<file path="src/rtl/vga_timing_monitor.sv">
// vga_timing_monitor: receive-side sync checker for the Tiny VGA Pmod stream.
// Measures line period, lines per frame and lit pixels, and tracks lock against nominal timing.
module vga_timing_monitor #(
    parameter int H_TOTAL     = 800,
    parameter int V_TOTAL     = 525,
    parameter bit SYNC_ACTIVE = 1'b0
) (
    input  logic        clk,
    input  logic        rst_n,
    input  logic [7:0]  vga_in,
    output logic        locked,
    output logic [10:0] line_period,
    output logic [10:0] frame_lines,
    output logic [18:0] lit_count,
    output logic        frame_strobe,
    output logic [7:0]  err_count
);
    typedef enum logic [1:0] {SEARCH, CHECK, LOCKED} state_t;
    localparam logic [10:0] HT = 11'(H_TOTAL);
    localparam logic [10:0] VT = 11'(V_TOTAL);
    state_t state;
    logic [7:0] s1, s2;
    logic [10:0] hcnt, lcnt, hcnt_inc, lcnt_inc, lines_now;
    logic [18:0] acc, acc_inc;
    logic hs_start, vs_start, lit, bad_frame, bad_line, bad_now, err;
    always_comb begin
        hs_start  = (s1[7] == SYNC_ACTIVE) && (s2[7] != SYNC_ACTIVE);
        vs_start  = (s1[3] == SYNC_ACTIVE) && (s2[3] != SYNC_ACTIVE);
        lit       = |{s1[6:4], s1[2:0]};
        hcnt_inc  = (&hcnt) ? hcnt : hcnt + 11'd1;
        lcnt_inc  = (&lcnt) ? lcnt : lcnt + 11'd1;
        acc_inc   = (&acc) ? acc : acc + 19'(lit);
        // a start edge coinciding with vsync belongs to the frame that is ending
        lines_now = hs_start ? lcnt_inc : lcnt;
        bad_line  = hs_start && (hcnt_inc != HT);
        bad_now   = bad_frame || bad_line;
        err       = bad_line || (!hs_start && hcnt == HT) || (!vs_start && lcnt > VT)
                 || (vs_start && lines_now != VT);
    end
    always_ff @(posedge clk or negedge rst_n) begin
        if (!rst_n) begin
            s1           <= '0;
            s2           <= '0;
            hcnt         <= '0;
            lcnt         <= '0;
            acc          <= '0;
            bad_frame    <= 1'b0;
            line_period  <= '0;
            frame_lines  <= '0;
            lit_count    <= '0;
            frame_strobe <= 1'b0;
            err_count    <= '0;
            locked       <= 1'b0;
            state        <= SEARCH;
        end else begin
            s1           <= vga_in;
            s2           <= s1;
            hcnt         <= hs_start ? '0 : hcnt_inc;
            lcnt         <= vs_start ? '0 : lines_now;
            acc          <= vs_start ? '0 : acc_inc;
            bad_frame    <= vs_start ? 1'b0 : bad_now;
            frame_strobe <= vs_start;
            if (hs_start) line_period <= hcnt_inc;
            if (vs_start) begin
                frame_lines <= lines_now;
                lit_count   <= acc_inc;
            end
            case (state)
                SEARCH: begin
                    locked <= 1'b0;
                    if (vs_start) state <= CHECK;
                end
                CHECK: begin
                    locked <= vs_start && !bad_now && lines_now == VT;
                    if (vs_start && !bad_now && lines_now == VT) state <= LOCKED;
                end
                LOCKED: begin
                    locked <= !err;
                    if (err) begin
                        state     <= CHECK;
                        err_count <= (&err_count) ? err_count : err_count + 8'd1;
                    end
                end
                default: begin
                    locked <= 1'b0;
                    state  <= SEARCH;
                end
            endcase
        end
    end
endmodule

</file>
<file path="config.mk">
export PLATFORM = sky130hd
export DESIGN_NAME = vga_timing_monitor
export DESIGN_NICKNAME = d
export VERILOG_FILES = /design/src/rtl/vga_timing_monitor.sv
export SDC_FILE = /design/constraint.sdc
export NUM_CORES = 1
export LEC_CHECK = 0
export CAP_MARGIN = 10
export CORE_ASPECT_RATIO = 1.2
export CORE_MARGIN = 3
export CORE_UTILIZATION = 45
export CTS_BUF_LIST = sky130_fd_sc_hd__clkbuf_8 sky130_fd_sc_hd__clkbuf_16
export CTS_CLUSTER_SIZE = 28
export DETAILED_ROUTE_END_ITERATION = 10
export PLACE_DENSITY = 0.75
export SYNTH_ARGS = -nofsm -noshare
export SYNTH_HDL_FRONTEND = slang
export SYNTH_SLANG_ARGS = --single-unit
</file>
<file path="constraint.sdc">
create_clock -name clk -period 6.3 [get_ports clk]
set_input_delay 1.575 -clock clk [delete_from_list [all_inputs] [get_ports clk]]
set_output_delay 1.575 -clock clk [all_outputs]
set_load 0.03 [all_outputs]
</file>
==> impl_metrics.xml, run 1 <==
<?xml version="1.0" encoding="UTF-8"?>
<metrics>
  <group name="status">
    <metric name="outcome" unit="">completed</metric>
  </group>
  <group name="placement">
    <metric name="numPortBuffers" unit="">60</metric>
    <metric name="placed_area" unit="sq mm">0.00547</metric>
    <metric name="routability_congestion_estimate" unit="">0.992</metric>
    <metric name="dp.final_hpwl" unit="um">7100</metric>
    <metric name="placedCellCount" unit="">657</metric>
  </group>
  <group name="grt">
    <metric name="grt_overflow" unit="">0</metric>
    <metric name="grt_antenna_before_repair" unit="">0</metric>
    <metric name="grt_pass1_vias" unit="">3574</metric>
    <metric name="maximum_number_of_pins_on_one_net_before_global_route_repair" unit="">64</metric>
    <metric name="first_pass_grt_wire_length" unit="um">17300</metric>
    <metric name="global_route_usage_over_all_layers" unit="">0.180</metric>
  </group>
  <group name="setup_path">
    <metric name="worst_path_largest_cell_delay" unit="ns">0.52</metric>
    <metric name="worstPathCellList" unit="">ha_1 &gt; nand3_1 &gt; or4_1 &gt; o311a_1 &gt; a31o_1 &gt; o41a_1 &gt; or4_1 &gt; a22oi_2 &gt; mux2_1</metric>
    <metric name="critical_path_arrival" unit="ns">3.55</metric>
    <metric name="worst-r2r-setup-slack" unit="ns">2.98</metric>
    <metric name="critPathMaxFanout" unit="">5</metric>
    <metric name="end_kind" unit="">register</metric>
    <metric name="critical_path_buf_inv_count" unit="">0</metric>
    <metric name="worst_setup_path_start_kind" unit="">register</metric>
    <metric name="timing.critical_path.mode_cell" unit="">sky130_fd_sc_hd__or4_1</metric>
    <metric name="path_delay_family" unit="">simple AND/OR/NAND/NOR gates</metric>
    <metric name="critical_path_required" unit="ns">6.53</metric>
    <metric name="path_type_of_the_worst_setup_path" unit="">register to register</metric>
    <metric name="critPathSlowestCell" unit="">sky130_fd_sc_hd__or4_1</metric>
  </group>
  <group name="route">
    <metric name="detail_route.iter0.violations" unit="">223</metric>
    <metric name="post_drt_via_cell_ratio" unit="">5.40</metric>
    <metric name="first_pass_iteration_count_of_the_detailed_router" unit="">5</metric>
    <metric name="post-route-drc-count" unit="">0</metric>
    <metric name="routed_wl" unit="um">9950</metric>
    <metric name="ant_nets" unit="">0</metric>
    <metric name="wl_per_cell" unit="um">14.8</metric>
    <metric name="dr_vias" unit="">3633</metric>
  </group>
  <group name="pwr">
    <metric name="net_switching_power" unit="W">0.000545</metric>
    <metric name="powerDensity" unit="mW/mm^2">304</metric>
    <metric name="seqPwrFrac" unit="">0.466</metric>
    <metric name="power.switching_fraction" unit="">0.311</metric>
    <metric name="peakVddDrop" unit="V">0.000302</metric>
    <metric name="pwr-share-clk" unit="">0.322</metric>
    <metric name="cellLeakagePower" unit="nW">2.51</metric>
    <metric name="power.total" unit="W">0.00175</metric>
    <metric name="cellInternalPower" unit="W">0.00121</metric>
    <metric name="share_comb_of_total_power" unit="">0.213</metric>
  </group>
  <group name="floorplan">
    <metric name="overall_die_area" unit="sq mm">0.0119</metric>
    <metric name="chip_height" unit="um">119</metric>
    <metric name="floorplan.initialDensity" unit="">0.469</metric>
    <metric name="core_area" unit="sq mm">0.0102</metric>
    <metric name="floorplan.rows" unit="">40</metric>
    <metric name="io-pin-count" unit="">61</metric>
    <metric name="die_width" unit="um">99.9</metric>
  </group>
  <group name="yosys">
    <metric name="synth.ff_latch_count" unit="">105</metric>
    <metric name="synth.most_common_cell" unit="">sky130_fd_sc_hd__dfrtp_1</metric>
    <metric name="post_synth_cell_types" unit="">49</metric>
    <metric name="synth.top_cells.by_count" unit="">sky130_fd_sc_hd__dfrtp_1, sky130_fd_sc_hd__nor2_1, sky130_fd_sc_hd__nand2_1</metric>
    <metric name="yosysTopAreaCellShare" unit="">0.552</metric>
    <metric name="avg_inst_size_synth" unit="sq um">9.78</metric>
    <metric name="netlist_instances" unit="">487</metric>
    <metric name="synthFlopType" unit="">sky130_fd_sc_hd__dfrtp_1</metric>
    <metric name="synth-edff-count" unit="">0</metric>
    <metric name="ys.warnings.count" unit="">0</metric>
    <metric name="synth_top_cell_by_area" unit="">sky130_fd_sc_hd__dfrtp_1</metric>
    <metric name="synth_seq_area_share" unit="">0.552</metric>
    <metric name="biggest_area_contributors_in_the_synthesized_netlist" unit="">sky130_fd_sc_hd__dfrtp_1, sky130_fd_sc_hd__nor2_1, sky130_fd_sc_hd__o21ai_0</metric>
    <metric name="syn_area" unit="sq mm">0.00476</metric>
    <metric name="ys_async_sr_fraction" unit="">1.00</metric>
    <metric name="postSynthNetCount" unit="">509</metric>
  </group>
  <group name="clocking">
    <metric name="clock_transition_time_at_the_flip_flop_clock_pins_of_the_worst_setup_and_hold_paths" unit="ns">0.07</metric>
    <metric name="htree_num_levels" unit="">3</metric>
    <metric name="tritoncts.num_buffers" unit="">9</metric>
    <metric name="tritoncts_num_sinks" unit="">105</metric>
    <metric name="number_of_buffers_on_the_longest_clock_path" unit="">2</metric>
    <metric name="setup_repair_bufs_after_cts" unit="">0</metric>
    <metric name="cts_hold_repair.buffers" unit="">0</metric>
    <metric name="cts_tree" unit="">done</metric>
    <metric name="cts-root-buf" unit="">sky130_fd_sc_hd__clkbuf_16</metric>
    <metric name="clock_insertion_delay_worst_skew" unit="ns">0.34</metric>
    <metric name="post_cts.resized_instances" unit="">0</metric>
  </group>
  <group name="sta">
    <metric name="timing.max_slew.rel_slack" unit="">0.302</metric>
    <metric name="skew" unit="ns">0.00441</metric>
    <metric name="worst_pin_slew" unit="ns">1.05</metric>
    <metric name="fin_worst_hold_slack" unit="ns">0.374</metric>
    <metric name="tns_setup" unit="ns">0</metric>
    <metric name="finalSetupViolCount" unit="">0</metric>
    <metric name="report.final.hold_viol_count" unit="">0</metric>
    <metric name="fmaxAchievable" unit="MHz">301</metric>
    <metric name="final_period_minus_worst_setup_slack" unit="ns">3.32</metric>
    <metric name="finalCritPeriodShare" unit="">0.527</metric>
    <metric name="drv_slew" unit="">0</metric>
    <metric name="unrepaired_setup_endpoints_after_global_routing" unit="">false</metric>
  </group>
  <group name="run">
    <metric name="max_cap_violations" unit="">0</metric>
  </group>
  <group name="layout">
    <metric name="num_antenna_cells" unit="">0</metric>
    <metric name="drive_above_1_share" unit="">0.0530</metric>
    <metric name="finalNonFillerCells" unit="">673</metric>
    <metric name="finish.net_count" unit="">564</metric>
    <metric name="layout.filler_cells" unit="">877</metric>
    <metric name="area.growth.synth_to_final" unit="%">21.2</metric>
    <metric name="design_area" unit="sq mm">0.00577</metric>
  </group>
  <group name="worst_hold_path">
    <metric name="worstHoldPathType" unit="">register to register</metric>
  </group>
</metrics>
metrics by stage:
stage               worst slack [ns]   util
finish                          2.98  0.568
CTS                             2.97  0.568
floorplan                       3.24      -
global route                    2.76  0.568
detailed placement              2.99  0.538
global placement                3.06  0.538
power groups by stage:
| stage | logic, W | clock network (W) | registers, W |
|---|---|---|---|
| floorplan | 0.000170 | 0 | 0.000884 |
| global placement | 0.000365 | 0 | 0.000824 |
| detailed placement | 0.000376 | 0 | 0.000828 |
| CTS | 0.000378 | 0.000581 | 0.000816 |
| global route | 0.000416 | 0.000611 | 0.000828 |
| finish | 0.000373 | 0.000564 | 0.000816 |
kinds of logic (layout without fill, tap and decap cells):
group	after synthesis	count (layout)	share of synthesized area
AOI/OAI and AO/OA	84	84	0.110
xor gates and xnor gates	28	28	0.0515
adders and majority gates	12	12	0.0315
buffers and inverters	28	88	0.0226
DFF	105	105	0.552
muxes	7	7	0.0152
and+or+nand+nor	223	223	0.218
metal layers:
metal  vias up  track usage  routed length [um]
met5         -            0                   0
met4         0       0.0854                 247
met3        20       0.0331                 439
met2       103        0.282                4710
met1      1712        0.241                4560
li1       1798            -                   -
layout by cell type (no fill, tap or decap), types with 3 or more instances in the layout:
cell type                         Yosys  final
sky130_fd_sc_hd__dfrtp_1            105    105
sky130_fd_sc_hd__nor2_1              71     71
sky130_fd_sc_hd__nand2_1             66     66
sky130_fd_sc_hd__clkdlybuf4s50_1      0     59
sky130_fd_sc_hd__o21ai_0             52     52
sky130_fd_sc_hd__nand3_1             30     30
sky130_fd_sc_hd__xor2_1              21     21
sky130_fd_sc_hd__nand4_1             14     14
sky130_fd_sc_hd__ha_1                12     12
sky130_fd_sc_hd__nor3_1               9      9
sky130_fd_sc_hd__clkbuf_16            0      9
sky130_fd_sc_hd__inv_1                8      8
sky130_fd_sc_hd__xnor2_1              7      7
sky130_fd_sc_hd__or4_1                5      5
sky130_fd_sc_hd__nor4_1               5      5
sky130_fd_sc_hd__and3_1               5      5
sky130_fd_sc_hd__mux2i_1              5      5
sky130_fd_sc_hd__a21oi_1              4      4
sky130_fd_sc_hd__a31oi_1              4      4
sky130_fd_sc_hd__buf_4                0      4
sky130_fd_sc_hd__o211ai_1             3      3
sky130_fd_sc_hd__nor2b_1              3      3
sky130_fd_sc_hd__and4_1               3      3
sky130_fd_sc_hd__o21bai_1             3      3
state kept, by name (all words and copies together), names as in the netlist:
name	count
state	2
s1	8
hcnt	11
frame_lines	11
s2	2
acc	19
bad_frame	1
lcnt	11
line_period	11
locked	1
lit_count	19
err_count	8
frame_strobe	1
final cells by class:
cell class,instances,area [sq um],share of cell area
Timing Repair Buffer,63,621,0.107
Multi-Input combinational cell,354,2030,0.352
Inverter,9,33.8,0.00585
Clock buffer,9,225,0.0390
Clock inverter,7,78.8,0.0137
Tap cell,126,158,0.0273
Sequential cell,105,2630,0.455
path summary, 6_finish.rpt:
check | from | to | cells past startpoint
setup / recovery | hcnt[1]$_DFF_PN0_ | state[1]$_DFFE_PN0P_ | 9
min in group asynchronous | rst_n | lit_count[17]$_DFFE_PN0P_ | 1
hold / removal | s1[3]$_DFF_PN0_ | s2[3]$_DFF_PN0_ | 0
max in group asynchronous | rst_n | frame_lines[1]$_DFFE_PN0P_ | 2
setup reg to reg | hcnt[1]$_DFF_PN0_ | state[1]$_DFFE_PN0P_ | 9
hold reg to reg | s1[3]$_DFF_PN0_ | s2[3]$_DFF_PN0_ | 0
Power figures use the tool's default switching activity.
==> inputs of run 2 (changes only) <==
--- a/config.mk
+++ b/config.mk
@@ -12,7 +12,7 @@
 export CTS_BUF_LIST = sky130_fd_sc_hd__clkbuf_8 sky130_fd_sc_hd__clkbuf_16
 export CTS_CLUSTER_SIZE = 28
 export DETAILED_ROUTE_END_ITERATION = 10
-export PLACE_DENSITY = 0.75
+export PLACE_DENSITY = 0.78
 export SYNTH_ARGS = -nofsm -noshare
 export SYNTH_HDL_FRONTEND = slang
 export SYNTH_SLANG_ARGS = --single-unit
==> constraint.sdc (replaced) <==
create_clock -name clk -period 3 [get_ports clk]
set_input_delay 0.75 -clock clk [delete_from_list [all_inputs] [get_ports clk]]
set_output_delay 0.75 -clock clk [all_outputs]
set_load 0.03 [all_outputs]
==> run 2 against run 1 <==
The flow now finishes with violations (negative setup slack). Wire length increased by 7.5%. Sequential share of layout area is 2.6 points lower. Via count grew 5.5%. Critical endpoint unchanged. Largest power group unchanged.
==> impl_metrics.xml, run 2 (same netlist as run 1, synthesis figures left out) <==
<?xml version="1.0" encoding="UTF-8"?>
<metrics>
  <group name="status">
    <metric name="outcome" unit="">finished with violations</metric>
    <metric name="failed_checks" unit="">negative setup slack</metric>
  </group>
  <group name="layout">
    <metric name="finish.net_count" unit="">599</metric>
    <metric name="reg.largest.list" unit="">acc: 19 flops, lit_count: 19 flops</metric>
    <metric name="layout.cells.most_common" unit="">sky130_fd_sc_hd__dfrtp_1</metric>
    <metric name="num_antenna_cells" unit="">0</metric>
    <metric name="layout.filler_cells" unit="">866</metric>
    <metric name="drive_above_1_share" unit="">0.122</metric>
    <metric name="area.growth.synth_to_final" unit="%">28.4</metric>
    <metric name="layout_common_cells" unit="">sky130_fd_sc_hd__dfrtp_1, sky130_fd_sc_hd__nor2_1, sky130_fd_sc_hd__nand2_1, sky130_fd_sc_hd__clkdlybuf4s50_1, sky130_fd_sc_hd__o21ai_0</metric>
  </group>
  <group name="clocking">
    <metric name="cts_hold_repair.buffers" unit="">0</metric>
    <metric name="number_of_buffers_on_the_longest_clock_path" unit="">2</metric>
    <metric name="clock_insertion_delay_worst_skew" unit="ns">0.35</metric>
    <metric name="htree_num_levels" unit="">3</metric>
    <metric name="clock_transition_time_at_the_flip_flop_clock_pins_of_the_worst_setup_and_hold_paths" unit="ns">0.07</metric>
    <metric name="cts-root-buf" unit="">sky130_fd_sc_hd__clkbuf_16</metric>
    <metric name="tritoncts_num_sinks" unit="">105</metric>
    <metric name="cts_tree" unit="">done</metric>
    <metric name="tritoncts.num_buffers" unit="">9</metric>
  </group>
  <group name="grt">
    <metric name="grt-busiest-layer" unit="">met2</metric>
    <metric name="global_route_usage_over_all_layers" unit="">0.195</metric>
    <metric name="grt_antenna_before_repair" unit="">0</metric>
    <metric name="grtUsageMet2" unit="">0.325</metric>
    <metric name="grt_overflow" unit="">0</metric>
    <metric name="first_pass_grt_wire_length" unit="um">18600</metric>
    <metric name="maximum_number_of_pins_on_one_net_before_global_route_repair" unit="">106</metric>
    <metric name="gr-usage-met1" unit="">0.247</metric>
    <metric name="global_route_met3_usage" unit="">0.0331</metric>
    <metric name="grt_pass1_vias" unit="">4017</metric>
  </group>
  <group name="setup_path">
    <metric name="critPathMaxFanout" unit="">4</metric>
    <metric name="reg2reg_from" unit="">hcnt[0]$_DFF_PN0_</metric>
    <metric name="end_kind" unit="">register</metric>
    <metric name="critical_path_required" unit="ns">3.23</metric>
    <metric name="worst_setup_path_startpoint" unit="">hcnt[0]$_DFF_PN0_</metric>
    <metric name="critical_path_arrival" unit="ns">3.25</metric>
    <metric name="timing.critical_path.mode_cell" unit="">sky130_fd_sc_hd__or4_4</metric>
    <metric name="path_type_of_the_worst_setup_path" unit="">register to register</metric>
    <metric name="endpoint" unit="">state[1]$_DFFE_PN0P_</metric>
    <metric name="critPathSlowestCell" unit="">sky130_fd_sc_hd__or4_4</metric>
    <metric name="worstPathCellList" unit="">ha_4 &gt; nand3_2 &gt; or4_4 &gt; o311a_1 &gt; a31o_1 &gt; o41a_1 &gt; or4_4 &gt; a22oi_2 &gt; mux2_4</metric>
    <metric name="worst-r2r-setup-slack" unit="ns">-0.02</metric>
    <metric name="rr_endpoint" unit="">state[1]$_DFFE_PN0P_</metric>
    <metric name="worst_path_largest_cell_delay" unit="ns">0.49</metric>
    <metric name="worst_setup_path_start_kind" unit="">register</metric>
    <metric name="reg2reg_depth" unit="">9</metric>
  </group>
  <group name="placement">
    <metric name="numPortBuffers" unit="">60</metric>
    <metric name="dp.final_hpwl" unit="um">7600</metric>
    <metric name="routability_congestion_estimate" unit="">0.900</metric>
    <metric name="preCtsSetupSlack" unit="ns">-0.0262</metric>
  </group>
  <group name="sta">
    <metric name="timing.max_slew.rel_slack" unit="">0.534</metric>
    <metric name="unrepaired_setup_endpoints_after_global_routing" unit="">true</metric>
    <metric name="drv_slew" unit="">0</metric>
    <metric name="final_period_minus_worst_setup_slack" unit="ns">3.02</metric>
    <metric name="fmaxAchievable" unit="MHz">331</metric>
    <metric name="finalCritPeriodShare" unit="">1.01</metric>
    <metric name="report.final.hold_viol_count" unit="">0</metric>
    <metric name="worst_pin_slew" unit="ns">0.693</metric>
    <metric name="post-route-worst-setup-slack" unit="ns">-0.0183</metric>
    <metric name="skew" unit="ns">0.00543</metric>
    <metric name="finalSetupViolCount" unit="">1</metric>
  </group>
  <group name="route">
    <metric name="ant_nets" unit="">0</metric>
    <metric name="routed_wl" unit="um">10700</metric>
    <metric name="wl_per_cell" unit="um">15.2</metric>
    <metric name="first_pass_iteration_count_of_the_detailed_router" unit="">4</metric>
    <metric name="post_drt_via_cell_ratio" unit="">5.43</metric>
    <metric name="post-route-drc-count" unit="">0</metric>
    <metric name="detail_route.iter0.violations" unit="">174</metric>
    <metric name="dr_vias" unit="">3833</metric>
  </group>
  <group name="floorplan">
    <metric name="io-pin-count" unit="">61</metric>
    <metric name="chip_height" unit="um">119</metric>
    <metric name="floorplan.initialDensity" unit="">0.469</metric>
    <metric name="floorplan.rows" unit="">40</metric>
    <metric name="die_width" unit="um">99.9</metric>
    <metric name="core_area" unit="sq mm">0.0102</metric>
    <metric name="overall_die_area" unit="sq mm">0.0119</metric>
  </group>
  <group name="pwr">
    <metric name="cellLeakagePower" unit="nW">2.69</metric>
    <metric name="powerDensity" unit="mW/mm^2">631</metric>
    <metric name="peakVddDrop" unit="V">0.000522</metric>
    <metric name="power.total" unit="W">0.00386</metric>
  </group>
  <group name="worst_hold_path">
    <metric name="worstHoldPathType" unit="">register to register</metric>
  </group>
  <group name="run">
    <metric name="max_cap_violations" unit="">0</metric>
  </group>
</metrics>
## run 2: what timing repair did
action,CTS,global route
setup endpoints to repair,1,4
resized for setup,0,11
buffers inserted,0,2
pin swaps,0,1
## run 2: where the power goes
group          total [W]  switching (W)  internal (W)
sequential       0.00170       0.000136       0.00156
combinational   0.000936       0.000522      0.000414
clock            0.00123       0.000503      0.000723
## run 2: critical path: cells and delay by family, from the launching register on
| kind | cells | cell delay [ns] |
|---|---|---|
| AOI/OAI and AO/OA | 4 | 0.93 |
| adders and majority gates | 1 | 0.18 |
| DFF | 1 | 0.41 |
| muxes | 1 | 0.33 |
| and+or+nand+nor | 3 | 1.06 |
## run 2: layout make-up
| type | instances | area, sq um | area share |
|---|---|---|---|
| flip-flops and latches | 105 | 2630 | 0.430 |
| multi-input cells | 354 | 2090 | 0.342 |
| repair buffers | 98 | 896 | 0.146 |
| clock buffers | 9 | 225 | 0.0368 |
| well taps | 126 | 158 | 0.0258 |
| clock inverters | 5 | 81.3 | 0.0133 |
| inverters | 9 | 33.8 | 0.00552 |
## run 2: metal layers
layer / part of all wire / vias up
met5: 0 / -
li1: - / 1875
met4: 0.024 / 0
met2: 0.49 / 72
met1: 0.45 / 1865
met3: 0.031 / 21
## run 2: how the worst min path moves through the flow
stage,from,to,slack (ns),depth (start not counted)
2_1_floorplan,s1[3]$_DFF_PN0_,s2[3]$_DFF_PN0_,0.35,0
3_3_place_gp,s1[3]$_DFF_PN0_,s2[3]$_DFF_PN0_,0.37,0
3_5_place_dp,s1[3]$_DFF_PN0_,s2[3]$_DFF_PN0_,0.37,0
4_1_cts,s1[3]$_DFF_PN0_,s2[3]$_DFF_PN0_,0.38,0
5_1_grt,s1[3]$_DFF_PN0_,s2[3]$_DFF_PN0_,0.40,0
6_report,s1[3]$_DFF_PN0_,s2[3]$_DFF_PN0_,0.38,0
## run 2: metrics by stage
step           hold slack, ns  instance area [sq um]  utilization  setup TNS [ns]  instances
3_3_place_gp            0.365                   5740        0.565               0        690
2_1_floorplan           0.346                   4770            -               0        487
6_report                0.377                   6120        0.602         -0.0183        706
5_1_grt                 0.395                   6120        0.602          -0.192        706
3_5_place_dp            0.366                   5740        0.565         -0.0262        690
4_1_cts                 0.382                   6050        0.595         -0.0656        704
==> inputs of run 3 (changes only) <==
--- a/config.mk
+++ b/config.mk
@@ -8,11 +8,12 @@
 export CAP_MARGIN = 10
 export CORE_ASPECT_RATIO = 1.2
 export CORE_MARGIN = 3
-export CORE_UTILIZATION = 45
+export CORE_UTILIZATION = 50
 export CTS_BUF_LIST = sky130_fd_sc_hd__clkbuf_8 sky130_fd_sc_hd__clkbuf_16
 export CTS_CLUSTER_SIZE = 28
 export DETAILED_ROUTE_END_ITERATION = 10
-export PLACE_DENSITY = 0.78
+export PLACE_DENSITY = 0.84
+export SETUP_SLACK_MARGIN = 0.4
 export SYNTH_ARGS = -nofsm -noshare
 export SYNTH_HDL_FRONTEND = slang
 export SYNTH_SLANG_ARGS = --single-unit
==> run 3 against run 2 <==
The run now ends clean. Hold slack got worse by 0.11 ns. Maximum frequency rose by 0.92%. Largest cell class unchanged. Clock power fell by 23%. Sequential power is essentially flat. Critical path depth did not move. Flip-flop and latch count unchanged. Non-clock buffer count up 6. Global-route usage is 1.9 points higher. Register-to-register slack better by 0.03 ns. Power shrank 7.1%.
==> impl_metrics.xml, run 3 (same netlist as run 1, synthesis figures left out) <==
<?xml version="1.0" encoding="UTF-8"?>
<metrics>
  <group name="pwr">
    <metric name="seqPwrFrac" unit="">0.473</metric>
    <metric name="peakVddDrop" unit="V">0.000474</metric>
    <metric name="cellInternalPower" unit="W">0.00244</metric>
    <metric name="pwr-share-clk" unit="">0.266</metric>
    <metric name="power.switching_fraction" unit="">0.321</metric>
    <metric name="powerDensity" unit="mW/mm^2">590</metric>
    <metric name="power.total" unit="W">0.00359</metric>
    <metric name="share_comb_of_total_power" unit="">0.261</metric>
    <metric name="net_switching_power" unit="W">0.00115</metric>
    <metric name="cellLeakagePower" unit="nW">2.68</metric>
  </group>
  <group name="run">
    <metric name="max_cap_violations" unit="">0</metric>
  </group>
  <group name="setup_path">
    <metric name="critical_path_required" unit="ns">3.27</metric>
    <metric name="critical_path_arrival" unit="ns">3.26</metric>
    <metric name="worst_setup_path_start_kind" unit="">register</metric>
    <metric name="critPathMaxFanout" unit="">4</metric>
    <metric name="end_kind" unit="">register</metric>
    <metric name="path_type_of_the_worst_setup_path" unit="">register to register</metric>
  </group>
  <group name="layout">
    <metric name="finish.net_count" unit="">605</metric>
    <metric name="drive_above_1_share" unit="">0.143</metric>
    <metric name="num_antenna_cells" unit="">0</metric>
    <metric name="design_area" unit="sq mm">0.00608</metric>
    <metric name="layout.cells.most_common" unit="">sky130_fd_sc_hd__dfrtp_1</metric>
    <metric name="layout_common_cells" unit="">sky130_fd_sc_hd__dfrtp_1, sky130_fd_sc_hd__nor2_1, sky130_fd_sc_hd__nand2_1, sky130_fd_sc_hd__clkdlybuf4s50_1, sky130_fd_sc_hd__o21ai_0</metric>
    <metric name="area.growth.synth_to_final" unit="%">27.7</metric>
    <metric name="reg.largest.list" unit="">acc: 19 flops, lit_count: 19 flops</metric>
  </group>
  <group name="route">
    <metric name="dr_vias" unit="">3930</metric>
    <metric name="wl_per_cell" unit="um">15.3</metric>
    <metric name="post_drt_via_cell_ratio" unit="">5.55</metric>
    <metric name="detail_route.iter0.violations" unit="">240</metric>
    <metric name="routed_wl" unit="um">10800</metric>
    <metric name="first_pass_iteration_count_of_the_detailed_router" unit="">5</metric>
    <metric name="post-route-drc-count" unit="">0</metric>
    <metric name="ant_nets" unit="">0</metric>
  </group>
  <group name="sta">
    <metric name="final_period_minus_worst_setup_slack" unit="ns">2.99</metric>
    <metric name="drv_slew" unit="">0</metric>
    <metric name="report.final.hold_viol_count" unit="">0</metric>
    <metric name="unrepaired_setup_endpoints_after_global_routing" unit="">true</metric>
    <metric name="tns_setup" unit="ns">0</metric>
    <metric name="timing.max_slew.rel_slack" unit="">0.573</metric>
    <metric name="skew" unit="ns">0.00917</metric>
    <metric name="finalCritPeriodShare" unit="">0.997</metric>
    <metric name="fmaxAchievable" unit="MHz">334</metric>
    <metric name="finalSetupViolCount" unit="">0</metric>
    <metric name="worst_pin_slew" unit="ns">0.634</metric>
  </group>
  <group name="clocking">
    <metric name="clock_transition_time_at_the_flip_flop_clock_pins_of_the_worst_setup_and_hold_paths" unit="ns">0.10</metric>
    <metric name="cts-root-buf" unit="">sky130_fd_sc_hd__clkbuf_8</metric>
    <metric name="clock_insertion_delay_worst_skew" unit="ns">0.37</metric>
    <metric name="number_of_buffers_on_the_longest_clock_path" unit="">2</metric>
    <metric name="tritoncts.num_buffers" unit="">9</metric>
    <metric name="tritoncts_num_sinks" unit="">105</metric>
    <metric name="cts_tree" unit="">done</metric>
    <metric name="cts_hold_repair.buffers" unit="">0</metric>
    <metric name="htree_num_levels" unit="">3</metric>
  </group>
  <group name="placement">
    <metric name="dp.final_hpwl" unit="um">7990</metric>
    <metric name="numPortBuffers" unit="">60</metric>
    <metric name="placed_area" unit="sq mm">0.00574</metric>
    <metric name="routability_congestion_estimate" unit="">0.923</metric>
  </group>
  <group name="grt">
    <metric name="global_route_usage_over_all_layers" unit="">0.214</metric>
    <metric name="grt_antenna_before_repair" unit="">0</metric>
    <metric name="grt_overflow" unit="">0</metric>
    <metric name="maximum_number_of_pins_on_one_net_before_global_route_repair" unit="">63</metric>
    <metric name="first_pass_grt_wire_length" unit="um">18100</metric>
    <metric name="grt_pass1_vias" unit="">3823</metric>
  </group>
  <group name="floorplan">
    <metric name="overall_die_area" unit="sq mm">0.0107</metric>
    <metric name="core_area" unit="sq mm">0.00918</metric>
    <metric name="chip_height" unit="um">113</metric>
    <metric name="die_width" unit="um">95.1</metric>
    <metric name="floorplan.rows" unit="">38</metric>
    <metric name="floorplan.initialDensity" unit="">0.519</metric>
    <metric name="io-pin-count" unit="">61</metric>
  </group>
  <group name="worst_hold_path">
    <metric name="worstHoldPathType" unit="">primary input to asynchronous set/reset pin</metric>
  </group>
  <group name="status">
    <metric name="outcome" unit="">completed</metric>
  </group>
</metrics>
## run 3: cell count changes in the layout (fill, tap and decap cells not counted), moves of 2 or more
cell and delta:
sky130_fd_sc_hd__nor2_1 -2, sky130_fd_sc_hd__clkbuf_8 +9, sky130_fd_sc_hd__clkinvlp_4 +2, sky130_fd_sc_hd__nor3_1 -2, sky130_fd_sc_hd__nor2_2 +2, sky130_fd_sc_hd__or4_4 -3
sky130_fd_sc_hd__buf_4 +6, sky130_fd_sc_hd__or4_1 +3, sky130_fd_sc_hd__clkbuf_16 -9, sky130_fd_sc_hd__a31oi_2 +2, sky130_fd_sc_hd__a31oi_1 -2, sky130_fd_sc_hd__o41ai_2 +2
sky130_fd_sc_hd__nor3_2 +2
## run 3: layer usage
| metal | routed length [um] | GRT usage | up-vias |
|---|---|---|---|
| li1 | - | - | 1888 |
| met1 | 4520 | 0.278 | 1900 |
| met2 | 5600 | 0.352 | 121 |
| met3 | 444 | 0.0426 | 21 |
| met4 | 230 | 0.0799 | 0 |
| met5 | 0 | 0 | - |
## run 3: layout make-up
class	instances	area, sq um
well taps	120	150
fillers	706	3100
flip-flops and latches	105	2630
multi-input cells	354	2110
inverters	9	33.8
repair buffers	104	941
clock buffers	9	124
clock inverters	7	95.1
## run 3: per-stage QoR
| step | setup slack [ns] | hold slack (ns) | std cells | utilization |
|---|---|---|---|---|
| after floorplan | 0.00645 | 0.346 | 487 | - |
| after global placement | 0.0680 | 0.360 | 685 | 0.625 |
| after detailed placement | 0.0177 | 0.367 | 685 | 0.625 |
| after CTS | 0.0323 | 0.268 | 702 | 0.652 |
| after global routing | -0.0628 | 0.277 | 708 | 0.663 |
| final | 0.00937 | 0.271 | 708 | 0.663 |
## run 3: power by group through the flow
stage          Sequential, W  Clock [W]  Combinational (W)
5_1_grt              0.00172    0.00103            0.00103
3_3_place_gp         0.00170          0           0.000853
3_5_place_dp         0.00172          0           0.000888
6_report             0.00170   0.000953           0.000937
4_1_cts              0.00169   0.000971           0.000894
2_1_floorplan        0.00186          0           0.000359
## run 3: repair_timing
action	in CTS	in global routing
cloned	0	0
pin swaps	1	4
gates resized for setup	3	11
buffers inserted	1	6
setup endpoints to repair	10	11
## run 3: critical path, cell delays in order, from the launching register on
cell and delay, ns:
sky130_fd_sc_hd__dfrtp_1 0.40, sky130_fd_sc_hd__ha_4 0.16, sky130_fd_sc_hd__nand3_2 0.07, sky130_fd_sc_hd__or4_1 0.48, sky130_fd_sc_hd__o311a_1 0.16, sky130_fd_sc_hd__a31o_1 0.19
sky130_fd_sc_hd__o41a_1 0.34, sky130_fd_sc_hd__or4_1 0.49, sky130_fd_sc_hd__a22oi_2 0.26, sky130_fd_sc_hd__mux2_4 0.32
## run 3: path summary, 6_finish.rpt
check	slack, ns	startpoint	end	cells past startpoint
setup / recovery	0.009	hcnt[0]$_DFF_PN0_	state[1]$_DFFE_PN0P_	9
hold / removal	0.27	rst_n	s2[7]$_DFF_PN0_	1
setup reg to reg	0.009	hcnt[0]$_DFF_PN0_	state[1]$_DFFE_PN0P_	9
hold reg to reg	0.38	s1[3]$_DFF_PN0_	s2[3]$_DFF_PN0_	0
max in group asynchronous	2.10	rst_n	acc[13]$_DFF_PN0_	2
min in group clk	0.38	s1[3]$_DFF_PN0_	s2[3]$_DFF_PN0_	0
